<file path="config.mk">
export PLATFORM = sky130hd
export DESIGN_NAME = dmem_io_bridge
export DESIGN_NICKNAME = d
export VERILOG_FILES = /design/src/rtl/dmem_io_bridge.sv
export SDC_FILE = /design/constraint.sdc
export NUM_CORES = 1
export LEC_CHECK = 0
export BUFFER_PORTS_ARGS = -buffer_cell sky130_fd_sc_hd__clkbuf_2
export CORE_AREA = 3 3 106 108
export CTS_CLUSTER_DIAMETER = 60
export DETAILED_ROUTE_END_ITERATION = 7
export DIE_AREA = 0 0 109 111
export PLACE_DENSITY = 0.67
export SYNTH_ARGS = -nofsm -noshare
export SYNTH_HDL_FRONTEND = slang
export SYNTH_SLANG_ARGS = --single-unit
</file>
<file path="constraint.sdc">
create_clock -name clk -period 1.8 [get_ports clk]
set_input_delay 0.18 -clock clk [delete_from_list [all_inputs] [get_ports clk]]
set_output_delay 0.18 -clock clk [all_outputs]
set_load 0.01 [all_outputs]
</file>
<file path="src/rtl/dmem_io_bridge.sv">
// CPU data-side bridge: decodes RAM / IO / unmapped regions and sequences reads.
// Optional macro BRIDGE_ERR_CNT_EN adds the saturating err_cnt output.
module dmem_io_bridge #(
   parameter logic [15:0] IO_BASE    = 16'hBFAF,
   parameter logic [15:0] RAM_BASE   = 16'h8004,
   parameter int          RAM_AW     = 14,
   parameter int          RAM_RD_LAT = 1
) (
   input  logic              clk,
   input  logic              rst,
   input  logic              cpu_req,
   input  logic              cpu_we,
   input  logic [31:0]       cpu_addr,
   input  logic [31:0]       cpu_wdata,
   output logic [31:0]       cpu_rdata,
   output logic              cpu_stall,
   output logic              ram_ce,
   output logic              ram_we,
   output logic [RAM_AW-1:0] ram_addr,
   output logic [31:0]       ram_wdata,
   input  logic [31:0]       ram_rdata,
   output logic              io_ce,
   output logic              io_we,
   output logic [31:0]       io_addr,
   output logic [31:0]       io_din,
`ifdef BRIDGE_ERR_CNT_EN
   output logic [15:0]       err_cnt,
`endif
   input  logic [31:0]       io_dout
);

   typedef enum logic [1:0] {
      S_IDLE,
      S_WAIT,
      S_RESP
   } state_e;

   localparam logic [1:0] LAT_M1 = 2'(RAM_RD_LAT - 1);

   state_e      state_q;
   logic [1:0]  cnt_q;
   logic [31:0] rdata_q;

   logic hit_io;
   logic hit_ram;
   logic idle_req;
   logic rd_req;

   assign hit_io  = (cpu_addr[31:16] == IO_BASE);
   assign hit_ram = (cpu_addr[31:16] == RAM_BASE);

   // Gating with rst keeps stall/enables low while reset is held
   assign idle_req = (state_q == S_IDLE) && cpu_req && !rst;
   assign rd_req   = idle_req && !cpu_we;

   assign ram_ce    = (idle_req && hit_ram) || (state_q == S_WAIT);
   assign ram_we    = idle_req && hit_ram && cpu_we;
   assign ram_addr  = cpu_addr[RAM_AW+1:2];
   assign ram_wdata = cpu_wdata;

   assign io_ce   = idle_req && hit_io;
   assign io_we   = idle_req && hit_io && cpu_we;
   assign io_addr = cpu_addr;
   assign io_din  = cpu_wdata;

   assign cpu_stall = rd_req || (state_q == S_WAIT);
   assign cpu_rdata = rdata_q;

   always_ff @(posedge clk or posedge rst) begin
      if (rst) begin
         state_q <= S_IDLE;
         cnt_q   <= '0;
         rdata_q <= '0;
      end else begin
         unique case (state_q)
            S_IDLE: begin
               if (rd_req) begin
                  if (hit_ram) begin
                     cnt_q   <= LAT_M1;
                     state_q <= S_WAIT;
                  end else if (hit_io) begin
                     rdata_q <= io_dout;
                     state_q <= S_RESP;
                  end else begin
                     rdata_q <= '0;
                     state_q <= S_RESP;
                  end
               end
            end
            S_WAIT: begin
               if (cnt_q == 2'd0) begin
                  rdata_q <= ram_rdata;
                  state_q <= S_RESP;
               end else begin
                  cnt_q <= cnt_q - 2'd1;
               end
            end
            S_RESP: state_q <= S_IDLE;
            default: state_q <= S_IDLE;
         endcase
      end
   end

`ifdef BRIDGE_ERR_CNT_EN
   logic [15:0] err_q;

   always_ff @(posedge clk or posedge rst) begin
      if (rst) begin
         err_q <= '0;
      end else if (idle_req && !hit_io && !hit_ram && err_q != 16'hFFFF) begin
         err_q <= err_q + 16'd1;
      end
   end

   assign err_cnt = err_q;
`endif

endmodule

</file>
==> out/metrics.csv, run 1 <==
stage;metric;value;unit
status;status;finished with violations;
status;failing checks;negative setup slack;
clock_network;CTS tree;done;
clock_network;worst-skew pair later-pin latency;0.28;ns
die;core area;10300;sq um
synth;Seq/Total Area, Yosys;30.4;%
clock_network;Worst-path clk slew;0.08;ns
timing;Worst Skew;0.00165;ns
clock_network;clock sinks;36;
clock_network;CTS root buffer;clkbuf_8;
routing;Avg WL per Cell;16.6;microns
critical_path;Worst Path Max Fanout;20;
final_layout;fill count;1068;
pwr;combinational power share;15.0;%
timing;Final period util;101;%
placement;post-DP HPWL;6760;microns
synth;Gate Count Post-Synth;331;
global_routing;initial antenna violation count;0;
global_routing;gr usage total;13.0;%
routing;Via density;4.40;
timing;crit path time final;1.82;ns
placement;placed cell area;3070;sq um
timing;final setup margin;-0.0246;ns
timing;Least-Margin Pin Slew;0.354;ns
die;std cell rows;37;
synth;syn_area_per_cell;8.94;sq um
final_layout;final core occ;31.2;%
critical_path;worst setup path class;flop to flop;
pwr;Switch Pwr;0.449;mW
timing;TNS Setup;-0.300;ns
global_routing;GR Overflow Total;0;
final_layout;Non-Filler Instances;505;
critical_path;Setup crit end kind;flop;
routing;Vias;2222;
pwr;worst vdd ir;206;uV
pwr;pwr dens;564;nW/um^2
clock_network;clock buffer depth;2;
pwr;sw frac;24.7;%
placement;placed cells;495;
final_layout;share of layout cells above drive strength 1;55.3;%
synth;YS warnings;0;
routing;First-pass DRT Iterations;4;
die;starting density of the core;28.7;%
timing;RSZ-0062 raised after global routing;yes;
routing;initial DRC count;120;
clock_network;Inserted Clock Buffers;5;
critical_path;Data required, critical path;1.97;ns
placement;routability-driven placement congestion ratio;0.689;
routing;DRC Markers;0;
timing;hold_ws;0.231;ns
final_layout;fin area;3220;sq um
pwr;sequential power share;45.3;%
placement;Port Buffers;136;
final_layout;Area Growth Syn to Fin;8.96;%
pwr;internal power;1.37;mW
timing;Fmax;548;MHz
pwr;clock power share;39.7;%
routing;drt total wl;8410;microns
timing;Pins Over Slew Limit;0;
timing;Slew Limit Headroom;76.3;%
die;IO Count;279;
die;chip width;109;microns
run;Max-Cap Viols;0;
timing;final number of setup-violating endpoints;18;
die;Die Span Y;111;microns
pwr;Pwr Total;1.82;mW
critical_path;crit path DAT;2.00;ns
global_routing;number of global-route vias before repair;2174;
critical_path;CP startpoint kind;flop;
synth;post-synthesis register bit count;36;
synth;Cell variety after synth;32;
worst_hold_path;worst hold path class;input port to flop;
timing;Final Hold Vio Count;0;
routing;post-route ant nets;0;
final_layout;nets@finish;501;
final_layout;# diodes;0;
clock_network;H-tree Lvls;2;
die;die area;12100;sq um
pwr;P_leak;1.82;nW
synth;Mapped Area;2960;sq um
synth;Synth Net Count;464;
global_routing;first-pass GRT wire length;12100;microns
placement;Place WS;-0.0699;ns
global_routing;largest net degree at the start of global routing;24;
## cell usage after synthesis
library cell    n  area (sq um)
nand2b_1        2          12.5
nand4b_1        1          8.76
ha_1            1          12.5
a31o_1          1          8.76
mux2_1          1          11.3
nand4_1         3          18.8
mux2_2          3          33.8
nand3_1         2          10.0
nor4b_1         1          8.76
nor2b_1         1          6.26
o21ai_1         1          5.00
or4b_4          1          13.8
o2111ai_1       1          8.76
clkbuf_1       12          45.0
dfrtp_1        36           901
a21oi_4         1          16.3
buf_4         110           826
or4_1           1          7.51
nand2_1        67           251
nand4bb_1       1          11.3
o311ai_0        1          8.76
a21o_1          1          7.51
or2_2           1          6.26
nor3_1          1          5.00
nor2_1          5          18.8
nor4_1          2          12.5
o21ai_0        33           165
inv_1           6          22.5
a21oi_1         1          5.00
o31ai_4         1          21.3
buf_6           3          33.8
mux2_4         29           435
## power by group through the flow
stage	Combinational, mW	Sequential [mW]	Clock, mW
2_1_floorplan	0.343	0.843	0
3_3_place_gp	0.264	0.839	0
3_5_place_dp	0.269	0.839	0
4_1_cts	0.271	0.823	0.761
5_1_grt	0.304	0.825	0.798
6_report	0.274	0.824	0.722
## sequential cells by signal, indices dropped and copies added (netlist names)
name	flops
cpu_rdata	32
state_q	2
cnt_q	2
## final cells by class
cell class | count | area, sq um | share of cell area (%)
multi-input cells | 164 | 1150 | 35.8
flip-flops and latches | 36 | 902 | 28.0
repair buffers | 155 | 863 | 26.8
well taps | 136 | 170 | 5.28
clock buffers | 5 | 68.8 | 2.13
clock inverters | 3 | 42.5 | 1.32
inverters | 6 | 22.5 | 0.698
## cells by family after synthesis
kind of cell    synth area share (%)
compound gates                  8.33
mux                             16.2
simple gates                    13.2
buf+inv                         31.3
flops                           30.4
fa+ha+maj                      0.423
## path summary, 6_finish.rpt
kind,start,end,slack [ns],cells after the start
worst max-delay path,state_q[0]$_DFFE_PP0P_,cpu_rdata[0]$_DFFE_PP0P_,-0.02,5
worst min-delay path,ram_rdata[7],cpu_rdata[7]$_DFFE_PP0P_,0.23,4
worst max register to register,state_q[0]$_DFFE_PP0P_,cpu_rdata[0]$_DFFE_PP0P_,-0.02,5
worst min register to register,cpu_rdata[12]$_DFFE_PP0P_,cpu_rdata[12]$_DFFE_PP0P_,0.51,1
max in group asynchronous,rst,state_q[0]$_DFFE_PP0P_,1.03,4
min in group asynchronous,rst,cpu_rdata[31]$_DFFE_PP0P_,0.48,4
## what timing repair did
action,CTS,global route
buffers inserted,1,1
gates resized for setup,0,6
pin swaps,1,2
hold buffers,1,0
setup endpoints to repair,20,37
hold endpoints to repair,36,0
## critical path, stage by stage (launching register included)
cell and delay, ns:
dfrtp_2 0.41, or4b_4 0.51, a21oi_4 0.18, o31ai_4 0.11, buf_12 0.18, mux2_4 0.31
## placed cells by master (no fill, tap or decap), drive strengths merged
| master | n |
|---|---|
| nand4b | 1 |
| o31ai | 1 |
| clkinvlp | 1 |
| inv | 5 |
| nor2b | 1 |
| nor4b | 1 |
| o2111ai | 1 |
| or4b | 1 |
| nand4bb | 1 |
| clkbuf | 141 |
| ha | 1 |
| o311ai | 1 |
| clkinv | 2 |
| o21ai | 34 |
| nand2b | 2 |
| nand3 | 2 |
| buf | 18 |
| bufinv | 1 |
| nor2 | 5 |
| nor4 | 2 |
| or4 | 1 |
| nand4 | 3 |
| a21o | 1 |
| dlygate4sd3 | 1 |
| or2 | 1 |
| a31o | 1 |
| a21oi | 2 |
| nor3 | 1 |
| mux2 | 33 |
| dfrtp | 36 |
| nand2 | 67 |
## routing by layer
layer  part of all wire [%]  track usage, %  vias to the layer above
met5                      0               0                        -
met1                     36            13.9                     1001
met2                     52            24.1                      161
met3                     10            4.37                       13
met4                    1.2            3.37                        0
li1                       -               -                     1047
Note: power is estimated with default switching activity, not from simulation.
==> run 2: changes to the inputs <==
clock period = 1.65 ns   (was 1.8 ns; I/O delays follow)
==> run 2 against run 1 <==
Effect of this change:
- the run still ends with negative setup slack left
- global-route usage increased by 0.78 points
- critical path depth is the same
- non-clock buffer count is 13 higher
- register-to-register slack got worse by 0.17 ns
- clock skew grew 0.0011 ns
- critical path type unchanged
- largest power group unchanged
- highest routed layer unchanged
==> out/metrics.csv, run 2 (synthesis results as in run 1) <==
stage;metric;value;unit;change
status;status;finished with violations;;
clock_network;H-tree Lvls;2;;unchanged
critical_path;crit path DAT;2.01;ns;about the same
timing;Final Hold Vio Count;0;;unchanged
run;Max-Cap Viols;0;;unchanged
die;core area;10300;sq um;unchanged
timing;final number of setup-violating endpoints;33;;+15
critical_path;Setup crit end kind;flop;;
timing;Least-Margin Pin Slew;0.411;ns;+0.0564 ns
timing;final setup margin;-0.192;ns;-0.168 ns
clock_network;Worst-path clk slew;0.07;ns;about the same
routing;post-route ant nets;0;;unchanged
timing;Fmax;543;MHz;-0.97%
routing;DRC Markers;0;;unchanged
timing;Slew Limit Headroom;72.6;%;-3.7 points
placement;Port Buffers;136;;unchanged
die;IO Count;279;;unchanged
clock_network;CTS tree;done;;
timing;crit path time final;1.84;ns;+0.0178 ns
clock_network;clock buffer depth;2;;unchanged
die;Die Span Y;111;microns;unchanged
global_routing;number of global-route vias before repair;2351;;+8.1%
clock_network;worst-skew pair later-pin latency;0.28;ns;about the same
die;starting density of the core;28.7;%;unchanged
timing;Worst Skew;0.00274;ns;+0.00109 ns
routing;First-pass DRT Iterations;4;;unchanged
pwr;P_leak;1.95;nW;+6.7%
pwr;pwr dens;569;nW/um^2;+0.87%
final_layout;# diodes;0;;unchanged
global_routing;first-pass GRT wire length;12900;microns;+6.6%
timing;Final period util;112;%;+10 points
final_layout;max reg flops;32;;unchanged
die;std cell rows;37;;unchanged
clock_network;CTS root buffer;clkbuf_8;;
global_routing;largest net degree at the start of global routing;35;;+46%
global_routing;gr usage total;13.8;%;+0.78 points
final_layout;share of layout cells above drive strength 1;59.7;%;+4.4 points
routing;Via density;4.46;;+1.3%
final_layout;nets@finish;514;;+2.6%
critical_path;CP startpoint kind;flop;;
critical_path;Data required, critical path;1.81;ns;-0.16 ns
pwr;worst vdd ir;303;uV;+47%
final_layout;Area Growth Syn to Fin;18.0;%;
critical_path;Worst Path Max Fanout;24;;+20%
placement;placed cell area;3140;sq um;+2.1%
die;die area;12100;sq um;unchanged
final_layout;most frequent cells in the layout;130 x clkbuf_2, 66 x nand2_1, 34 x dfrtp_1, 31 x o21ai_0, 30 x mux2_4;;
critical_path;worst setup path class;flop to flop;;
status;failing checks;negative setup slack;;
pwr;Pwr Total;1.99;mW;+9.2%
die;chip width;109;microns;unchanged
timing;Pins Over Slew Limit;0;;unchanged
routing;Vias;2309;;+3.9%
placement;post-DP HPWL;6990;microns;+3.4%
placement;routability-driven placement congestion ratio;0.786;;+14%
clock_network;Inserted Clock Buffers;5;;unchanged
global_routing;GR Overflow Total;0;;unchanged
routing;initial DRC count;122;;+1.7%
final_layout;fin area;3490;sq um;+8.3%
routing;Avg WL per Cell;17.4;microns;+4.5%
global_routing;initial antenna violation count;0;;unchanged
final_layout;most common cell after layout, fill and taps aside;clkbuf_2;;
routing;drt total wl;9010;microns;+7.2%
clock_network;clock sinks;36;;unchanged
final_layout;fill count;1045;;-2.2%
worst_hold_path;worst hold path class;input port to async pin;;
timing;RSZ-0062 raised after global routing;yes;;
==> run 2: changes by cell type in the layout (fill, tap and decap cells not counted), moves of 2 or more <==
cell / previous run / this run
buf_2: 0 / 4
buf_4: 15 / 22
buf_6: 0 / 5
clkbuf_2: 136 / 130
nand3_1: 2 / 0
nand3_4: 0 / 2
nor2_1: 4 / 2
nor2_4: 0 / 2
nor4_1: 2 / 0
nor4_4: 0 / 2
==> run 2: layer usage <==
| metal | global-route usage (%) | wire length (microns) | vias to the layer above |
|---|---|---|---|
| li1 | - | - | 1075 |
| met1 | 12.5 | 2900 | 1050 |
| met2 | 26.9 | 4910 | 182 |
| met3 | 6.93 | 1170 | 2 |
| met4 | 2.61 | 40 | 0 |
| met5 | 0 | 0 | - |
==> run 2: worst paths after layout <==
kind                                                start                         to  slack, ns  depth (start not counted)
worst min register to register  cpu_rdata[27]$_DFFE_PP0P_  cpu_rdata[27]$_DFFE_PP0P_       0.51                          1
worst min-delay path                                  rst       cnt_q[1]$_DFFE_PP0P_       0.16                          4
worst max register to register     state_q[0]$_DFFE_PP0P_  cpu_rdata[12]$_DFFE_PP0P_      -0.19                          5
max in group asynchronous                             rst     state_q[1]$_DFFE_PP0P_       0.93                          4
min in group clk                             ram_rdata[3]   cpu_rdata[3]$_DFFE_PP0P_       0.22                          4
worst max-delay path               state_q[0]$_DFFE_PP0P_  cpu_rdata[12]$_DFFE_PP0P_      -0.19                          5
==> run 2: what timing repair did <==
action                     4_1_cts  5_1_grt
hold buffers                     1        0
hold endpoints to repair         4        0
pin swaps                        5        7
setup buffers                    3        3
resized for setup               15       21
setup endpoints to repair       39       39
cloned                           1        1
==> run 2: area by class of cell <==
cell class | count | area (sq um) | area share (%)
sequential | 36 | 903 | 25.9
clock buffer | 5 | 68.8 | 1.97
timing repair buffer | 168 | 1040 | 29.8
clock inverter | 3 | 42.5 | 1.22
tap | 136 | 170 | 4.87
multi-input combinational | 164 | 1240 | 35.5
inverter | 6 | 26.3 | 0.753
==> run 2: per-stage QoR <==
stage | TNS [ns] | setup WS [ns] | hold slack, ns | instances | utilization (%)
finish | -5.52 | -0.192 | 0.156 | 518 | 33.8
CTS | -5.81 | -0.198 | 0.146 | 514 | 32.8
floorplan | -4.95 | -0.168 | 0.127 | 331 | -
detailed placement | -16.48 | -0.492 | 0.184 | 501 | 30.4
global placement | -15.88 | -0.471 | 0.174 | 501 | 30.4
global route | -6.64 | -0.224 | 0.205 | 518 | 33.8
==> run 2: worst max-delay path, stage by stage, from the launching register on <==
cell and delay [ns]:
dfrtp_2 0.41, or4b_4 0.52, a21oi_4 0.18, o31ai_4 0.10, buf_12 0.19, mux2_4 0.31
==> run 2: report_power, final <==
group	switching (mW)	internal (mW)
clock network	0.309	0.447
registers	0.00776	0.892
logic	0.157	0.175
==> run 3: changes to the inputs <==
CORE_AREA = 3 3 108 110   (was 3 3 106 108)
CTS_BUF_LIST = sky130_fd_sc_hd__clkbuf_8   (was not set)
DIE_AREA = 0 0 111 113   (was 0 0 109 111)
PLACE_DENSITY = not set   (was 0.67)
==> run 3 against run 2 <==
Effect of this change:
- the run still ends with negative setup slack left
- clock skew grew 0.0019 ns
- first-iteration DRC count shrank 21%
- hold slack lost 0.075 ns
- cell count shrank 0.19%
- combinational power shrank 5%
- critical endpoint is now cpu_rdata[0]$_DFFE_PP0P_
- largest cell class unchanged
==> out/metrics.csv, run 3 (synthesis results as in run 1) <==
stage;metric;value;unit;change
status;status;finished with violations;;
status;failing checks;negative setup slack;;
clock_network;clock buffer depth;2;;unchanged
final_layout;most frequent cells in the layout;130 x clkbuf_2, 66 x nand2_1, 35 x dfrtp_1, 31 x o21ai_0, 30 x mux2_4;;
final_layout;max reg flops;32;;unchanged
global_routing;initial antenna violation count;0;;unchanged
clock_network;hold buffers post-CTS;0;;-1
placement;routability-driven placement congestion ratio;0.837;;+6.6%
final_layout;share of layout cells above drive strength 1;58.9;%;-0.80 points
routing;Avg WL per Cell;17.2;microns;-1.0%
clock_network;H-tree Lvls;2;;unchanged
critical_path;worst setup path class;flop to flop;;
global_routing;gr usage total;13.4;%;-0.39 points
die;core area;10800;sq um;+4.5%
timing;Worst Skew;0.00465;ns;+0.00191 ns
pwr;worst vdd ir;341;uV;+12%
pwr;Pwr Total;1.88;mW;-5.6%
global_routing;GR Overflow Total;0;;unchanged
routing;Via density;4.41;;-1.2%
die;IO Count;279;;unchanged
die;std cell rows;38;;+2.7%
clock_network;Worst-path clk slew;0.07;ns;about the same
placement;placed cells;503;;+0.40%
routing;First-pass DRT Iterations;4;;unchanged
timing;hold_ws;0.0810;ns;-0.0749 ns
final_layout;fill count;1092;;+4.5%
placement;Port Buffers;136;;unchanged
run;Max-Cap Viols;0;;unchanged
timing;Pins Over Slew Limit;0;;unchanged
critical_path;CP startpoint kind;flop;;
timing;Slew Limit Headroom;69.4;%;-3.3 points
clock_network;Inserted Clock Buffers;5;;unchanged
routing;post-route ant nets;0;;unchanged
global_routing;largest net degree at the start of global routing;37;;+5.7%
critical_path;crit path DAT;1.96;ns;-0.05 ns
timing;Final period util;109;%;-2.6 points
critical_path;Worst Path Max Fanout;22;;-8.3%
final_layout;Non-Filler Instances;517;;-0.19%
worst_hold_path;worst hold path class;input port to async pin;;
timing;crit path time final;1.80;ns;-0.0435 ns
timing;RSZ-0062 raised after global routing;yes;;
critical_path;Setup crit end kind;flop;;
routing;initial DRC count;96;;-21%
pwr;pwr dens;549;nW/um^2;-3.6%
final_layout;most common cell after layout, fill and taps aside;clkbuf_2;;
placement;post-DP HPWL;7180;microns;+2.7%
timing;Fmax;556;MHz;+2.4%
clock_network;CTS root buffer;clkbuf_8;;
final_layout;nets@finish;510;;-0.78%
timing;final number of setup-violating endpoints;37;;+12%
die;starting density of the core;27.4;%;-1.2 points
die;die area;12500;sq um;+3.7%
timing;final setup margin;-0.149;ns;+0.0435 ns
die;chip width;111;microns;+1.8%
pwr;P_leak;1.92;nW;-1.4%
routing;drt total wl;8910;microns;-1.2%
clock_network;CTS tree;done;;
critical_path;Data required, critical path;1.81;ns;about the same
global_routing;first-pass GRT wire length;13100;microns;+1.7%
global_routing;number of global-route vias before repair;2293;;-2.5%
final_layout;Area Growth Syn to Fin;15.5;%;
final_layout;# diodes;0;;unchanged
clock_network;worst-skew pair later-pin latency;0.28;ns;about the same
timing;Least-Margin Pin Slew;0.460;ns;+0.0491 ns
routing;DRC Markers;0;;unchanged
timing;TNS Setup;-4.35;ns;+1.16 ns
routing;Vias;2278;;-1.3%
die;Die Span Y;113;microns;+1.8%
timing;Final Hold Vio Count;0;;unchanged
clock_network;clock sinks;36;;unchanged
-- run 3: final cells by class --
class,count,area [sq um],area share (%)
multi-input combinational,164,1240,36.2
timing repair buffer,164,980,28.7
sequential,36,902,26.4
tap,140,175,5.12
clock buffer,7,96.3,2.82
inverter,6,26.3,0.769
-- run 3: per-layer routing --
metal / part of all wire, % / vias up / wire length (microns) / track usage [%]
met3: 13 / 14 / 1140 / 6.74
met5: 0 / - / 0 / 0
li1: - / 1067 / - / -
met4: 1.8 / 0 / 163 / 4.19
met1: 32 / 1023 / 2860 / 12.6
met2: 53 / 174 / 4740 / 25.5
-- run 3: final timing paths --
check	cells after the start	slack, ns	startpoint	endpoint
min in group clk	4	0.22	ram_rdata[19]	cpu_rdata[19]$_DFFE_PP0P_
min reg2reg	1	0.51	cpu_rdata[31]$_DFFE_PP0P_	cpu_rdata[31]$_DFFE_PP0P_
max in group asynchronous	3	1.23	rst	state_q[0]$_DFFE_PP0P_
min	3	0.08	rst	cpu_rdata[3]$_DFFE_PP0P_
max	5	-0.15	state_q[0]$_DFFE_PP0P_	cpu_rdata[0]$_DFFE_PP0P_
max reg2reg	5	-0.15	state_q[0]$_DFFE_PP0P_	cpu_rdata[0]$_DFFE_PP0P_
-- run 3: power breakdown --
group          total (mW)  internal (mW)  switching (mW)
sequential          0.899          0.892         0.00675
combinational       0.317          0.165           0.152
clock               0.660          0.372           0.288
-- run 3: worst max-delay path: stages, from the launching register on --
cell	delay (ns)
dfrtp_2	0.40
or4b_4	0.51
a21oi_4	0.16
o31ai_4	0.11
buf_12	0.18
mux2_4	0.31
-- run 3: repair_timing --
| item | CTS | global route |
|---|---|---|
| endpoints found under the hold margin | 0 | 0 |
| cloned | 1 | 0 |
| setup endpoints to repair | 38 | 39 |
| gates resized for setup | 14 | 17 |
| buffers inserted | 3 | 3 |
| pin swaps | 3 | 8 |
-- run 3: through the flow --
stage | cell area [sq um] | util [%] | setup slack, ns
finish | 3420 | 31.7 | -0.149
global placement | 3130 | 29.0 | -0.469
global route | 3420 | 31.7 | -0.197
CTS | 3340 | 31.0 | -0.176
detailed placement | 3130 | 29.0 | -0.453
floorplan | 2970 | - | -0.168
